===== src/rtl/mips_pkg.sv =====
// Shared MIPS decode constants and the IF/ID payload type.
// Field geometry, opcodes and the default bubble word all live here.
package mips_pkg;

  localparam int unsigned XLEN       = 32;
  localparam int unsigned OPCODE_W   = 6;
  localparam int unsigned REG_W      = 5;
  localparam int unsigned SHAMT_W    = 5;
  localparam int unsigned FUNCT_W    = 6;
  localparam int unsigned IMM_W      = 16;
  localparam int unsigned TARGET_W   = 26;

  localparam int unsigned OPCODE_LSB = 26;
  localparam int unsigned RS_LSB     = 21;
  localparam int unsigned RT_LSB     = 16;
  localparam int unsigned RD_LSB     = 11;
  localparam int unsigned SHAMT_LSB  = 6;
  localparam int unsigned FUNCT_LSB  = 0;
  localparam int unsigned IMM_LSB    = 0;
  localparam int unsigned TARGET_LSB = 0;

  localparam logic [XLEN-1:0] DEFAULT_NOP_INSTR = 32'h0000_0000;
  localparam logic [XLEN-1:0] PC_STEP           = 32'h0000_0004;

  localparam logic [OPCODE_W-1:0] OP_RTYPE = 6'h00;
  localparam logic [OPCODE_W-1:0] OP_J     = 6'h02;
  localparam logic [OPCODE_W-1:0] OP_ADDI  = 6'h08;
  localparam logic [OPCODE_W-1:0] OP_LUI   = 6'h0F;
  localparam logic [OPCODE_W-1:0] OP_LW    = 6'h23;
  localparam logic [OPCODE_W-1:0] OP_SW    = 6'h2B;

  // Word carried from fetch to decode: 64 bits, pc in the upper half.
  typedef struct packed {
    logic [XLEN-1:0] pc;
    logic [XLEN-1:0] instr;
  } if_id_payload_t;

  // Payload shown on the outputs while no word is valid.
  function automatic if_id_payload_t bubble(input logic [XLEN-1:0] nop);
    if_id_payload_t p;
    p.pc    = '0;
    p.instr = nop;
    return p;
  endfunction

endpackage


===== src/rtl/if_id_skid.sv =====
// Valid/ready holding register between fetch and decode.
// Defining IF_ID_SKID_EN adds a one-entry skid slot and a registered in_ready.
module if_id_skid
  import mips_pkg::*;
#(
  parameter logic [XLEN-1:0] NOP_INSTR = DEFAULT_NOP_INSTR
) (
  input  logic           clk,
  input  logic           rst,
  input  logic           flush,
  input  logic           in_valid,
  output logic           in_ready,
  input  if_id_payload_t in_data,
  output logic           out_valid,
  input  logic           out_ready,
  output if_id_payload_t out_data
);

  localparam if_id_payload_t IDLE = bubble(NOP_INSTR);

  if_id_payload_t main_q, main_d;
  logic           main_v_q, main_v_d;
  logic           accept;
  logic           retire;

  assign retire    = main_v_q && out_ready;
  assign out_valid = main_v_q;
  assign out_data  = main_q;

`ifdef IF_ID_SKID_EN
  if_id_payload_t skid_q, skid_d;
  logic           skid_v_q, skid_v_d;
  logic           in_ready_q;

  assign in_ready = in_ready_q;
  assign accept   = in_valid && in_ready_q;

  // Skid slot drains into main before anything new is taken.
  always_comb begin
    main_v_d = main_v_q;
    main_d   = main_q;
    skid_v_d = skid_v_q;
    skid_d   = skid_q;
    if (flush) begin
      main_v_d = 1'b0;
      main_d   = IDLE;
      skid_v_d = 1'b0;
      skid_d   = IDLE;
    end else if (skid_v_q) begin
      if (retire) begin
        main_d   = skid_q;
        skid_v_d = 1'b0;
        skid_d   = IDLE;
      end
    end else if (accept) begin
      if (!main_v_q || retire) begin
        main_v_d = 1'b1;
        main_d   = in_data;
      end else begin
        skid_v_d = 1'b1;
        skid_d   = in_data;
      end
    end else if (retire) begin
      main_v_d = 1'b0;
      main_d   = IDLE;
    end
  end

  always_ff @(posedge clk or posedge rst) begin
    if (rst) begin
      main_v_q   <= 1'b0;
      main_q     <= IDLE;
      skid_v_q   <= 1'b0;
      skid_q     <= IDLE;
      in_ready_q <= 1'b1;
    end else begin
      main_v_q   <= main_v_d;
      main_q     <= main_d;
      skid_v_q   <= skid_v_d;
      skid_q     <= skid_d;
      in_ready_q <= !skid_v_d;
    end
  end
`else
  assign in_ready = !main_v_q || out_ready;
  assign accept   = in_valid && in_ready;

  // Flush beats a same-cycle accept; empty slot always shows the bubble.
  always_comb begin
    main_v_d = main_v_q;
    main_d   = main_q;
    if (flush) begin
      main_v_d = 1'b0;
      main_d   = IDLE;
    end else if (accept) begin
      main_v_d = 1'b1;
      main_d   = in_data;
    end else if (retire) begin
      main_v_d = 1'b0;
      main_d   = IDLE;
    end
  end

  always_ff @(posedge clk or posedge rst) begin
    if (rst) begin
      main_v_q <= 1'b0;
      main_q   <= IDLE;
    end else begin
      main_v_q <= main_v_d;
      main_q   <= main_d;
    end
  end
`endif

endmodule


===== src/rtl/if_id_stage.sv =====
// IF/ID pipeline stage: holding register plus field slicing and pc+4.
// Define IF_ID_SKID_EN to build the skid-buffered variant.
module if_id_stage
  import mips_pkg::*;
#(
  parameter logic [XLEN-1:0] NOP_INSTR = DEFAULT_NOP_INSTR
) (
  input  logic                clk,
  input  logic                rst,
  input  logic                flush,
  input  logic                in_valid,
  output logic                in_ready,
  input  logic [XLEN-1:0]     in_pc,
  input  logic [XLEN-1:0]     in_instr,
  output logic                out_valid,
  input  logic                out_ready,
  output logic [XLEN-1:0]     out_pc,
  output logic [XLEN-1:0]     out_pc4,
  output logic [XLEN-1:0]     out_instr,
  output logic [OPCODE_W-1:0] out_opcode,
  output logic [REG_W-1:0]    out_rs,
  output logic [REG_W-1:0]    out_rt,
  output logic [REG_W-1:0]    out_rd,
  output logic [SHAMT_W-1:0]  out_shamt,
  output logic [FUNCT_W-1:0]  out_funct,
  output logic [IMM_W-1:0]    out_imm16,
  output logic [TARGET_W-1:0] out_target26
);

  if_id_payload_t in_data;
  if_id_payload_t out_data;

  assign in_data.pc    = in_pc;
  assign in_data.instr = in_instr;

  if_id_skid #(
    .NOP_INSTR (NOP_INSTR)
  ) u_skid (
    .clk       (clk),
    .rst       (rst),
    .flush     (flush),
    .in_valid  (in_valid),
    .in_ready  (in_ready),
    .in_data   (in_data),
    .out_valid (out_valid),
    .out_ready (out_ready),
    .out_data  (out_data)
  );

  assign out_pc    = out_data.pc;
  assign out_instr = out_data.instr;
  assign out_pc4   = out_pc + PC_STEP;

  // Decode fields are plain slices of the held word.
  assign out_opcode   = out_instr[OPCODE_LSB +: OPCODE_W];
  assign out_rs       = out_instr[RS_LSB     +: REG_W];
  assign out_rt       = out_instr[RT_LSB     +: REG_W];
  assign out_rd       = out_instr[RD_LSB     +: REG_W];
  assign out_shamt    = out_instr[SHAMT_LSB  +: SHAMT_W];
  assign out_funct    = out_instr[FUNCT_LSB  +: FUNCT_W];
  assign out_imm16    = out_instr[IMM_LSB    +: IMM_W];
  assign out_target26 = out_instr[TARGET_LSB +: TARGET_W];

endmodule


===== config.mk =====
export PLATFORM = sky130hd
export DESIGN_NAME = if_id_stage
export DESIGN_NICKNAME = d
export VERILOG_FILES = /design/src/rtl/mips_pkg.sv /design/src/rtl/if_id_skid.sv /design/src/rtl/if_id_stage.sv
export SDC_FILE = /design/constraint.sdc
export NUM_CORES = 1
export LEC_CHECK = 0
export CAP_MARGIN = 15
export CORE_UTILIZATION = 38
export CTS_CLUSTER_SIZE = 28
export DETAILED_ROUTE_END_ITERATION = 12
export PLACE_DENSITY = 0.77
export SLEW_MARGIN = 20
export SYNTH_ARGS = -nofsm -noshare
export SYNTH_HDL_FRONTEND = slang
export SYNTH_HIERARCHICAL = 1
export SYNTH_SLANG_ARGS = --single-unit

===== constraint.sdc =====
create_clock -name clk -period 2 [get_ports clk]
set_input_delay 0.4 -clock clk [delete_from_list [all_inputs] [get_ports clk]]
set_output_delay 0.4 -clock clk [all_outputs]
set_load 0.005 [all_outputs]

---- Yosys cells after proc, flatten, opt, wreduce, memory -nomap -nowiden ----
Index checks and enable logic that the tools add are counted.
storage, ports and cells
  register bits ........................... 65
  output and inout bits ................... 172
  word-level logic and storage cells ...... 15
operators by class
  add/sub/neg operators ................... 1
  mux-type cells .......................... 6
  reduce and logical (&&, ||, !) cells .... 5
operator list
  cell                                                              count
  64-bit 2-to-1 mux                                                 3
  32-bit by 3-bit adder with 32-bit output (second input constant)  1
  1-bit 2-to-1 mux                                                  3
  3-bit nonzero test                                                1
  1-bit logical AND                                                 2
  1-bit zero test                                                   1
  1-bit logical OR                                                  1

---- Depth between registers and ports, before layout ----
Gate-level depths: netlist of run 1.
  word-level depth ........................ 5
  mapped depth ............................ 5
  depth with buffers taken out ............ 5

---- By module ----
Netlist of run 1, hierarchy kept.
modules (own cells, without submodules)
  module       times used  cells an instance  area each (um^2)  sequential area each (um^2)
  if_id_skid   1           298                3,792.4           1,626.6
  if_id_stage  1           157                1,136.1           0.0

---- Worst setup path after synthesis of run 1 ----
Ideal clock, no wire load.
  kind .................................... reg2out
  start point ............................. register u_skid.main_q, in the netlist u_skid/out_data[34]
  end point ............................... output out_pc4[28]
  arrival time ............................ 1.471 ns
  required time ........................... 1.600 ns
  slack ................................... 0.129 ns
  cell stages (with the launch flop) ...... 6
  path buffers ............................ 0
  path through ............................ dfrtp_1 -> ha_1 -> nand3_1 -> nor4_4 -> nand4_1 -> xnor2_1
on the way
  longest elaborated chain between the ends .. 1
ends and longest elaborated chain
  item                                      line               text
  start, declared                           if_id_skid.sv:21   if_id_payload_t main_q, main_d;
  start signal, assigned                    if_id_skid.sv:110  main_q <= main_d;
  32-bit by 3-bit adder with 32-bit output  if_id_stage.sv:52  assign out_pc4 = out_pc + PC_STEP;
  end, declared                             if_id_stage.sv:18  output logic [XLEN-1:0] out_pc4,
No other way between the ends.

---- Final worst setup path of run 1 ----
  start point ............................. register u_skid.main_q, in the netlist u_skid/out_data[35]
  end point ............................... output out_pc4[31]
Same word-level chain as after synthesis.

==> reports/qor.yml, run 1 <==
synth_top_family_by_area: "simple AND/OR/NAND/NOR gates"
max-vdd-ir-drop_mv: 0.2931
clock_latency_ps: 320
nets: 741
netlist_instances: 455
fin_tns_setup_ps: -7626
die_area_um2: 13430
synth.area.mux_share_pct: 0.3046
synth_compound_area_share_pct: 20.69
status: "complete, but fails checks"
hold_path_class: "in2async"
drt-initial-drc-count: 182
wl_per_cell_um: 16.05
fill_cells: 1039
r2r_end: "u_skid/out_data[47]$_DFFE_PP0P_"
synth_common_cells: "nand2b_1 (128), buf_4 (77), dfrtp_1 (65)"
num_vias: 4121
yosysWarnings: 6
synth_edf_count: 0
antenna_found_initial: 0
synth_fa_ha_area_share_pct: 0.2539
num_io_pins: 241
post-route-cell-area_um2: 7720
p_leak_uw: 0.003115
dpl.cell_count: 800
grt_pass1_vias: 4204
diodes: 0
routabilityCongestion: 0.8184
rr_worst_depth: 3
grt_usage_pct: 19.76
rsz0062_at_grt: "yes"
rows: 41
synth.ff_latch_count: 65
syn-cell-area_um2: 4928
ys.flop_type: "dfrtp_1"
async_flop_share_pct: 100.0
grt_start_max_net_pins: 130
violations: "setup timing"
synth_top_area_share_pct: 33.00
die_w_um: 115.9
slew_violations: 0
synthMostInstantiatedCell: "nand2b_1"
synthXorXnorAreaFrac_pct: 4.976
cp.arrival_ps: 2080
setup_viol: 26
cts_sinks: 65
htreeDepth: 3
worst_slew_pin_slew_ps: 603.1
cap_violations: 0
finalCritPeriodShare_pct: 124.1
r2r_start: "u_skid/out_valid$_DFFE_PP0P_"
cts_tree: "built"
dp_hpwl_um: 8733
critical_path_required_ps: 1600
drive_gt1_share_pct: 31.66
max_slew_margin_pct: 59.79
drc: 0
critical_path.max_fanout: 3
routed_wl_um: 13610
setup_ws_ps: -482.7
syn_area_per_cell_um2: 10.83
die_y_um: 115.9
clk_path_buf_depth: 2
cts_buffers: 9
power.density_nw_per_um2: 531.0
viasPerCell: 4.860
clock.fmax_mhz: 402.8
io_buffers: 240
syn2layout_area_growth_pct: 56.64
design.core.area_um2: 12620
drtAntennaViolNets: 0
startpoint: "u_skid/out_data[35]$_DFFE_PP0P_"
ys_top_cells_by_area: "dfrtp_1 (33%), o32ai_2 (20%), nand2b_1 (16%), buf_4 (12%), xnor2_1 (3.7%)"
synth_simple_gate_area_share_pct: 22.62
cp-end-kind: "output pin"
drtPass1Iterations: 4
initial_utilization_pct: 39.05
start_kind: "flip-flop"
synth_cell_types: 30
grt_overflow: 0
yosys.area.top_type: "dfrtp_1"
utilization_pct: 61.17
syn-num-nets: 525
holdBufCountCts: 0
grt_pass1_wl_um: 20890
period_minus_slack_ps: 2483
skew_ps: 5.164
synth_seq_area_share_pct: 33.00
worst-r2r-setup-slack_ps: 570
timing.hold.ws_ps: 335.9
path_class: "reg2out"
finalHoldViolCount: 0
root_buffer: "clkbuf_16"
path_clk_slew_ps: 60
instances_no_fill: 848
placed_cell_area_um2: 7076
[per-layer routing]
metal,track usage [%],wire [µm],vias up
li1,-,-,1945
met1,24.08,5602,2006
met2,34.96,7068,146
met3,3.033,671,24
met4,7.692,269,0
met5,0,0,-
[worst max-delay path by stage]
stage          depth (start not counted)          end  slack, ps
2_1_floorplan                          5  out_pc4[28]        130
3_3_place_gp                           7  out_pc4[28]       -310
3_5_place_dp                           7  out_pc4[30]       -360
4_1_cts                                9  out_pc4[25]       -470
5_1_grt                                9  out_pc4[25]       -570
6_report                               9  out_pc4[31]       -480
[kinds of logic (layout without fill, tap and decap cells)]
logic type / after synthesis / count (layout)
AO/OA/AOI/OAI: 65 / 65
adder cells (fa/ha/maj): 1 / 1
XOR/XNOR: 28 / 28
multiplexers: 1 / 1
buffers and inverters: 116 / 337
AND/OR/NAND/NOR: 179 / 179
flip-flops: 65 / 65
[flip-flops by register name, indices dropped and copies added (netlist names)]
name	cells
u_skid/out_data	64
u_skid/out_valid	1
[area by class of cell]
type	instances	area, µm²	area share (%)
clock buffer	10	229.0	2.966
inverter	5	23.77	0.3079
clock inverter	6	58.81	0.7618
tap	172	215.2	2.788
sequential	65	1627	21.07
timing repair buffer	316	2970	38.48
multi-input combinational	274	2596	33.63
[critical path, cell delays in order, from the launching register on]
cell	delay [ps]
dfrtp_1	370
buf_6	110
nand4_1	190
nor4_4	310
buf_4	180
buf_4	120
buf_4	110
nand4_1	110
xnor2_1	140
buf_2	130
[timing repair]
item                       4_1_cts  5_1_grt
pin swaps                       27       16
resized for setup              130       30
setup endpoints to repair       28       30
buffers inserted                21       11
[power by group]
part | total (µW) | internal, µW | switching, µW
clock network | 1510 | 957 | 549
registers | 1470 | 1390 | 79.0
logic | 1120 | 687 | 434
[cells in the final DEF, fill, tap and decap left out, drive strengths merged, types with 3 or more instances in the layout]
| cell type | n |
|---|---|
| clkdlybuf4s50 | 210 |
| nand2b | 128 |
| buf | 102 |
| dfrtp | 65 |
| o32ai | 64 |
| xnor2 | 21 |
| clkbuf | 12 |
| nand3 | 11 |
| nand4 | 10 |
| nand2 | 10 |
| xor2 | 7 |
| nor2 | 7 |
| clkinv | 6 |
| inv | 3 |
| nor3 | 3 |
[metrics by stage]
step,total power [µW],worst slack [ps]
after floorplan,2093,129.5
after global placement,2593,-312.5
after detailed placement,2614,-364.3
after CTS,4133,-466.7
after global routing,4285,-574.6
final,4099,-482.7
Note: power is estimated with default switching activity, not from simulation.
==> inputs of run 2 (changes only) <==
RECOVER_POWER = 100   (was not set)
==> run 2 against run 1 <==
- the flow still finishes with violations (setup timing)
- die area is the same
- count of clock-buffer cells in the layout stayed put
- power shrank 2.5%
- clock power about the same
- clock skew increased by 0.64 ps
- non-clock buffer count unchanged
- routed wire length increased by 0.77%
- register-to-register slack lost 40 ps
- utilization decreased by 3.6 points
- design area down 5.8%
- global-route usage unchanged
- combinational power shrank 9%
- critical endpoint unchanged
- largest cell class unchanged
==> reports/qor.yml, run 2 (synthesis gave the netlist of run 1 again) <==
cts_tree: "built"
holdBufCountCts: 0
grt_usage_pct: 19.76
setup_viol: 24
drc: 0
cp_num_cells: 9
rsz0062_at_grt: "yes"
worst_slew_pin_slew_ps: 853.3
clock.fmax_mhz: 402.8
design.core.area_um2: 12620
start_kind: "flip-flop"
grt_pass1_vias: 4204
cpMaxStageDelayCell: "dfrtp_1"
path_class: "reg2out"
rr_worst_depth: 3
diodes: 0
setup_ws_ps: -482.7
die_y_um: 115.9
finalCritPeriodShare_pct: 124.1
htreeDepth: 3
crit_family: "buffers and inverters"
initial_utilization_pct: 39.05
layout_commonest_cell: "clkdlybuf4s50_1"
cts_sinks: 65
max-vdd-ir-drop_mv: 0.2939
num_vias: 4137
skew_ps: 5.805
grt_start_max_net_pins: 130
dpl.cell_count: 800
drtAntennaViolNets: 0
power.density_nw_per_um2: 549.6
critPathMaxStageDelay_ps: 370
num_io_pins: 241
nets: 741
rows: 41
dp_hpwl_um: 8733
period_minus_slack_ps: 2483
grt_pass1_wl_um: 20890
viasPerCell: 4.879
cap_violations: 0
crit_buf_inv: 5
cts_buffers: 9
slew_violations: 0
routed_wl_um: 13720
violations: "setup timing"
power_uw: 3996
drt-initial-drc-count: 164
worst-r2r-setup-slack_ps: 530
root_buffer: "clkbuf_16"
routabilityCongestion: 0.8184
layout_common_cells: "clkdlybuf4s50_1 (198), nand2b_1 (128), dfrtp_1 (65), o32ai_1 (59), buf_4 (53)"
syn2layout_area_growth_pct: 47.50
critical_path_required_ps: 1600
clock_latency_ps: 320
clk_path_buf_depth: 2
antenna_found_initial: 0
wl_per_cell_um: 16.17
r2r_start: "u_skid/out_valid$_DFFE_PP0P_"
p_leak_uw: 0.003011
critical_path.max_fanout: 3
drive_gt1_share_pct: 23.37
io_buffers: 240
r2r_end: "u_skid/out_data[55]$_DFFE_PP0P_"
die_w_um: 115.9
largest_register_ffs: 64
crit_chain: "buf_6 > nand4_1 > nor4_4 > buf_4 > buf_4 > buf_4 > nand4_1 > xnor2_1 > buf_2"
cp-end-kind: "output pin"
instances_no_fill: 848
cp.arrival_ps: 2080
hold_path_class: "in2async"
max_slew_margin_pct: 43.12
status: "complete, but fails checks"
grt_overflow: 0
finalHoldViolCount: 0
drtPass1Iterations: 4
cpMostUsedCell: "buf_4"
path_clk_slew_ps: 60
die_area_um2: 13430
-- run 2: routing by layer --
metal	track usage [%]	up-vias	wire length, µm
li1	-	1947	-
met1	24.08	2018	5615
met2	34.96	148	7085
met3	3.033	24	745
met4	7.692	0	269
met5	0	-	0
-- run 2: area by class of cell --
type,count,area (µm²)
Fill cell,1128,5350
Timing Repair Buffer,316,2943
Multi-Input combinational cell,274,2176
Sequential cell,65,1627
Clock buffer,10,229.0
Tap cell,172,215.2
Clock inverter,6,58.81
Inverter,5,21.27
-- run 2: through the flow --
stage                     hold WS, ps  TNS [ps]  util, %  worst slack, ps  cell area [µm²]
final                           446.2     -7735    57.60           -482.7             7269
after global routing            466.6     -9936    57.60           -574.6             7269
after CTS                       325.3     -7487    59.92           -466.7             7562
after detailed placement        579.2     -6225    56.07           -364.3             7076
after global placement          578.9     -4715    56.07           -312.5             7076
after floorplan                 537.7         0        -            129.5             4932
-- run 2: what timing repair did --
item	4_1_cts	5_1_grt
hold endpoints to repair	0	0
gates resized for setup	130	30
buffers inserted	21	11
endpoints found under the setup margin	28	30
pin swaps	27	16
-- run 2: worst max path at each step --
| stage | start | endpoint |
|---|---|---|
| final | u_skid/out_data[35]$_DFFE_PP0P_ | out_pc4[31] |
| after global routing | u_skid/out_data[35]$_DFFE_PP0P_ | out_pc4[25] |
| after CTS | u_skid/out_data[35]$_DFFE_PP0P_ | out_pc4[25] |
| after detailed placement | u_skid/out_data[34]$_DFFE_PP0P_ | out_pc4[30] |
| after global placement | u_skid/out_data[34]$_DFFE_PP0P_ | out_pc4[28] |
| after floorplan | u_skid/out_data[34]$_DFFE_PP0P_ | out_pc4[28] |
-- run 2: worst register-to-register path: cells and delay by family (launching register included) --
kind / cells / cell delay [ps]
simple gates: 1 / 270
compound gates: 1 / 190
buf+inv: 1 / 490
flops: 1 / 380
-- run 2: where the power goes --
| group | switching [µW] | internal, µW | leakage, µW | total (µW) |
|---|---|---|---|---|
| Clock | 552 | 957 | 0.000146 | 1510 |
| Sequential | 77.8 | 1390 | 0.000870 | 1470 |
| Combinational | 387 | 629 | 0.00199 | 1020 |
